$ cat config.mk
export PLATFORM = sky130hd
export DESIGN_NAME = log2_norm_pipe
export DESIGN_NICKNAME = d
export VERILOG_FILES = /design/src/rtl/log2_norm_pipe.sv
export SDC_FILE = /design/constraint.sdc
export NUM_CORES = 1
export LEC_CHECK = 0
export BUFFER_PORTS_ARGS = -buffer_cell sky130_fd_sc_hd__buf_2
export CAP_MARGIN = 10
export CORE_ASPECT_RATIO = 1.5
export CORE_MARGIN = 2
export CORE_UTILIZATION = 50
export DETAILED_ROUTE_END_ITERATION = 8
export PLACE_DENSITY = 0.73
export SYNTH_ARGS = -nofsm -noshare
export SYNTH_HDL_FRONTEND = slang
export SYNTH_SLANG_ARGS = --single-unit
$ cat constraint.sdc
create_clock -name clk -period 4 [get_ports clk]
set_input_delay 0.2 -clock clk [delete_from_list [all_inputs] [get_ports clk]]
set_output_delay 0.2 -clock clk [all_outputs]
set_load 0.02 [all_outputs]
$ cat src/rtl/log2_norm_pipe.sv
// log2_norm_pipe: three-stage valid/ready pipeline giving MSB index, normalised mantissa and Mitchell log2 of each sample.
//   clk, reset (async, active-high)
//   in_valid/in_ready/data_in/ch_in : input handshake, sample and channel tag
//   out_valid/out_ready             : output handshake
//   int_part/mant/log2_val/ch_out/zero_flag : result of the sample leaving stage 3
//   clamp_clr/clamp_cnt             : saturating count of zero samples replaced by MIN_THRESHOLD
module log2_norm_pipe #(
  parameter int DATA_WIDTH    = 16,
  parameter int FRAC_WIDTH    = 8,
  parameter int MIN_THRESHOLD = 1,
  parameter int CH_WIDTH      = 2,
  parameter int CNT_WIDTH     = 16,
  parameter int SHIFT_WIDTH   = $clog2(DATA_WIDTH)
) (
  input  logic                              clk,
  input  logic                              reset,
  input  logic                              in_valid,
  output logic                              in_ready,
  input  logic [DATA_WIDTH-1:0]             data_in,
  input  logic [CH_WIDTH-1:0]               ch_in,
  output logic                              out_valid,
  input  logic                              out_ready,
  output logic [SHIFT_WIDTH-1:0]            int_part,
  output logic [FRAC_WIDTH:0]               mant,
  output logic [SHIFT_WIDTH+FRAC_WIDTH-1:0] log2_val,
  output logic [CH_WIDTH-1:0]               ch_out,
  output logic                              zero_flag,
  input  logic                              clamp_clr,
  output logic [CNT_WIDTH-1:0]              clamp_cnt
);
  localparam logic [DATA_WIDTH-1:0] MIN_V = DATA_WIDTH'(MIN_THRESHOLD);
  logic                   s1_v, s2_v, s2_en, s3_en, zero_in;
  logic [DATA_WIDTH-1:0]  s1_d, norm;
  logic [CH_WIDTH-1:0]    s1_c, s2_c;
  logic                   s1_z, s2_z;
  logic [SHIFT_WIDTH-1:0] msb, sh, s2_m;
  logic [FRAC_WIDTH-1:0]  frac, s2_f;
  // each stage loads when empty or when its occupant moves on, so bubbles collapse
  assign s3_en    = !out_valid || out_ready;
  assign s2_en    = !s2_v || s3_en;
  assign in_ready = !s1_v || s2_en;
  assign zero_in  = data_in == '0;
  assign log2_val = {int_part, mant[FRAC_WIDTH-1:0]};
  always_comb begin
    msb = '0;
    for (int i = 0; i < DATA_WIDTH; i++)
      if (s1_d[i]) msb = SHIFT_WIDTH'(i);
    sh   = SHIFT_WIDTH'(DATA_WIDTH - 1) - msb;
    norm = s1_d << sh;
    frac = FRAC_WIDTH'(norm >> (DATA_WIDTH - 1 - FRAC_WIDTH));
  end
  always_ff @(posedge clk or posedge reset)
    if (reset) begin
      s1_v      <= 1'b0;
      s1_d      <= '0;
      s1_c      <= '0;
      s1_z      <= 1'b0;
      s2_v      <= 1'b0;
      s2_m      <= '0;
      s2_f      <= '0;
      s2_c      <= '0;
      s2_z      <= 1'b0;
      out_valid <= 1'b0;
      int_part  <= '0;
      mant      <= '0;
      ch_out    <= '0;
      zero_flag <= 1'b0;
    end else begin
      if (in_ready) begin
        s1_v <= in_valid;
        s1_d <= zero_in ? MIN_V : data_in;
        s1_c <= ch_in;
        s1_z <= zero_in;
      end
      if (s2_en) begin
        s2_v <= s1_v;
        s2_m <= msb;
        s2_f <= frac;
        s2_c <= s1_c;
        s2_z <= s1_z;
      end
      if (s3_en) begin
        out_valid <= s2_v;
        int_part  <= s2_m;
        mant      <= {1'b1, s2_f};
        ch_out    <= s2_c;
        zero_flag <= s2_z;
      end
    end
  always_ff @(posedge clk or posedge reset)
    if (reset) clamp_cnt <= '0;
    else if (clamp_clr) clamp_cnt <= '0;
    else if (in_valid && in_ready && zero_in && clamp_cnt != '1) clamp_cnt <= clamp_cnt + CNT_WIDTH'(1);
endmodule
==> flow_summary.yaml <==
logic_synthesis:
  synth.ff_latch_count: 69
  synth_top_area_cell: "dfrtp_1"
  post_synth_main_area_contributors: "dfrtp_1 46%, nand2_1 8.3%, mux2_2 4.5%"
  asyncSetResetFlopFracSynth_pct: 100
  yosys.area.top_type_share_pct: 46.4
  synth-seq-area-share_pct: 46.4
  mappedNetlistNets: 424
  edff_count_synth: 0
  ys.flop_type: "dfrtp_1"
  synth_cell_type_count: 62
  syn_area_per_cell_sq_um: 9.31
  syn-cell-area_sq_um: 3720
  netlist_instances: 400
  yosysWarnings: 0
global_route:
  grt_util_all_layers_pct: 22.5
  grt_start_max_net_pins: 40
  number_of_global_route_vias_before_repair: 2912
  first_pass_grt_wire_length_microns: 14000
  grt_overflow_total: 0
  grt_antenna_before_repair: 0
setup_path:
  cp-start-kind: "register"
  cp_data_arrival_time_ps: 2600
  critical_path_class: "register to register"
  cp_endpoint_kind: "register"
  reg2reg_to: "s2_f[3]"
  worst_case_reg_to_reg_path_depth: 6
  slowest_delay_ps: 540
  rr_startpoint: "s1_d[14]"
  worstPathRequired_ps: 4250
  critical_path.cell_chain: "or2_1 -> nor2_1 -> nand2_1 -> o22ai_1 -> nor2b_1 -> o311ai_1"
  internal_reg_to_reg_setup_slack_ps: 1650
  cpMaxStageDelayCell: "nor2_1"
  crit_fanout: 10
timing:
  worst_margin_pin_slew_ps: 703
  achievable-frequency_ghz: 0.426
  timing.hold.ws_ps: 46.9
  report.final.hold_viol_count: 0
  worst_slew_margin_rel_pct: 53.0
  rsz_0062_raised_after_global_routing: "false"
  post-route-min-period_ps: 2350
  setup_viol: 0
  period_share_pct: 58.7
  tns_ps: 0
  clock-skew-final_ps: 11.3
  timing_max_transition_violations_final: 0
placement:
  post-place-cells: 540
  gpl.final_weighted_congestion: 0.970
  buffer_ports.inserted: 68
  detailed_place_hpwl_microns: 6310
finish:
  final_layout_size_suffix_gt1_share_pct: 26.9
  fill_cells: 687
  area_of_combinational_cells_with_multiple_inputs_sq_um: 1780
  finish.cell_count_without_fillers: 557
  n_antenna_cell: 0
  final-seq-area_sq_um: 1730
  nNetsFinal: 476
  area_growth_from_synthesis_to_layout_pct: 14.6
cts:
  clk_pin_slew_ps: 70
  postCtsSetupBuffers: 0
  htreeDepth: 3
  clock_tree_from_tritoncts: "built"
  clkLatencyLatePin_ps: 360
  cts_buffers: 9
  cts.repair.resized: 0
  hold_buffers: 1
  cts.sink_count: 69
  cts_root_buf: "clkbuf_8"
  cts.path.max_buffers: 2
routing:
  detailedRoute.firstPassIterationCount: 4
  detailedRoute.firstIterationViolations: 146
  route.antenna.remaining_nets: 0
  wire_per_inst_microns: 15.0
  detailroute.via_count: 3037
  drc: 0
  drt-vias-per-instance: 5.45
  routed_wirelength_microns: 8360
worst_hold_path:
  worstHoldEndpoint: "s1_v"
  timing.hold.worst.class: "primary input to register"
  hold_depth: 2
  hold_path_startpoint: "in_valid"
run_status:
  status: "finished, final reports clean"
die:
  die_h_microns: 110
  dieArea_sq_um: 8170
  io_pins: 69
  chipWidth_microns: 74.5
  initial_core_util_pct: 51.5
  core-area_sq_um: 7230
  rows: 38
power_and_ir_drop:
  power-per-cell-area_nw_per_um2: 457
  max-vdd-ir-drop_v: 0.000256
  p_leak_uw: 0.00198
run:
  maxCapViolations: 0
worst max path at each step:
stage	start	end	cells after the start
floorplan	clamp_cnt[0]	clamp_cnt[9]	7
global placement	s1_d[14]	s2_f[3]	6
detailed placement	data_in[11]	clamp_cnt[9]	7
CTS	out_valid	clamp_cnt[11]	7
global route	s2_v	clamp_cnt[11]	7
finish	s1_d[14]	s2_f[3]	6
Yosys cell counts, types with 5 or more instances:
cell	number
nand2_1	82
dfrtp_1	69
nor2_1	42
a21oi_1	17
mux2_2	15
buf_4	13
clkbuf_1	13
o21ai_0	13
nand3_1	12
inv_1	8
mux2i_1	8
xor2_1	7
nand2b_1	6
a31oi_1	5
nor2b_1	5
nor3_1	5
or3_1	5
kinds of logic (layout without fill, tap and decap cells):
family	count (synthesis)	after routing	share of synthesized area, %
muxes	23	23	6.69
and+or+nand+nor	184	184	23.9
adders and majority gates	1	1	0.336
xor gates and xnor gates	11	11	2.59
AOI/OAI and AO/OA	72	72	14.3
DFF	69	69	46.4
buffers and inverters	40	97	5.81
placed cells by master (no fill, tap or decap), types with 4 or more instances in the layout:
cell,instances
a21oi_1,17
a31oi_1,5
and3_1,4
buf_2,68
buf_4,4
clkbuf_8,10
dfrtp_1,69
inv_1,7
mux2_2,15
mux2i_1,8
nand2_1,82
nand2b_1,6
nand3_1,12
nor2_1,42
nor2b_1,5
nor3_1,5
o21ai_0,13
or3_1,5
xnor2_1,4
xor2_1,7
report_power, final:
| group | leakage [uW] | internal (uW) | total [uW] | switching [uW] |
|---|---|---|---|---|
| clock | 0.000106 | 369 | 637 | 268 |
| combinational | 0.00104 | 171 | 462 | 290 |
| sequential | 0.000837 | 782 | 851 | 69.5 |
state kept, by name, summed over array words and instances (netlist names):
signal / flops
s2_z: 1
int_part: 4
s2_m: 4
s2_v: 1
mant: 9
s2_f: 8
zero_flag: 1
ch_out: 2
s1_z: 1
s2_c: 2
s1_c: 2
s1_v: 1
clamp_cnt: 16
s1_d: 16
out_valid: 1
per-layer routing:
layer  part of all wire (%)  up-vias  GRT usage, %  wire (microns)
met5                      0        -             0               0
met4                    2.7        0          11.2             226
met3                    4.7       20          6.60             396
met2                     53       90          37.5            4460
met1                     39     1442          25.8            3280
li1                       -     1485             -               -
critical path, delay by kind of cell (launching register included):
family	cells	cell delay, ps
flip-flops	1	470
AND/OR/NAND/NOR	4	1180
AO/OA/AOI/OAI	2	580
per-stage QoR:
step	instance area, sq um	total power [uW]	utilization [%]	setup slack, ps
after floorplan	3720	1230	-	1860
after global placement	4030	1320	55.8	1700
after detailed placement	4030	1330	55.8	1640
after CTS	4270	1970	59.1	1670
after global routing	4270	2060	59.1	1470
final	4270	1950	59.1	1650
cell type report:
type	instances	area share, %
inverters	8	0.704
flip-flops and latches	69	40.5
multi-input cells	291	41.7
repair buffers	73	8.91
clock buffers	11	3.31
clock inverters	5	1.96
well taps	100	2.93
Power figures use the tool's default switching activity.
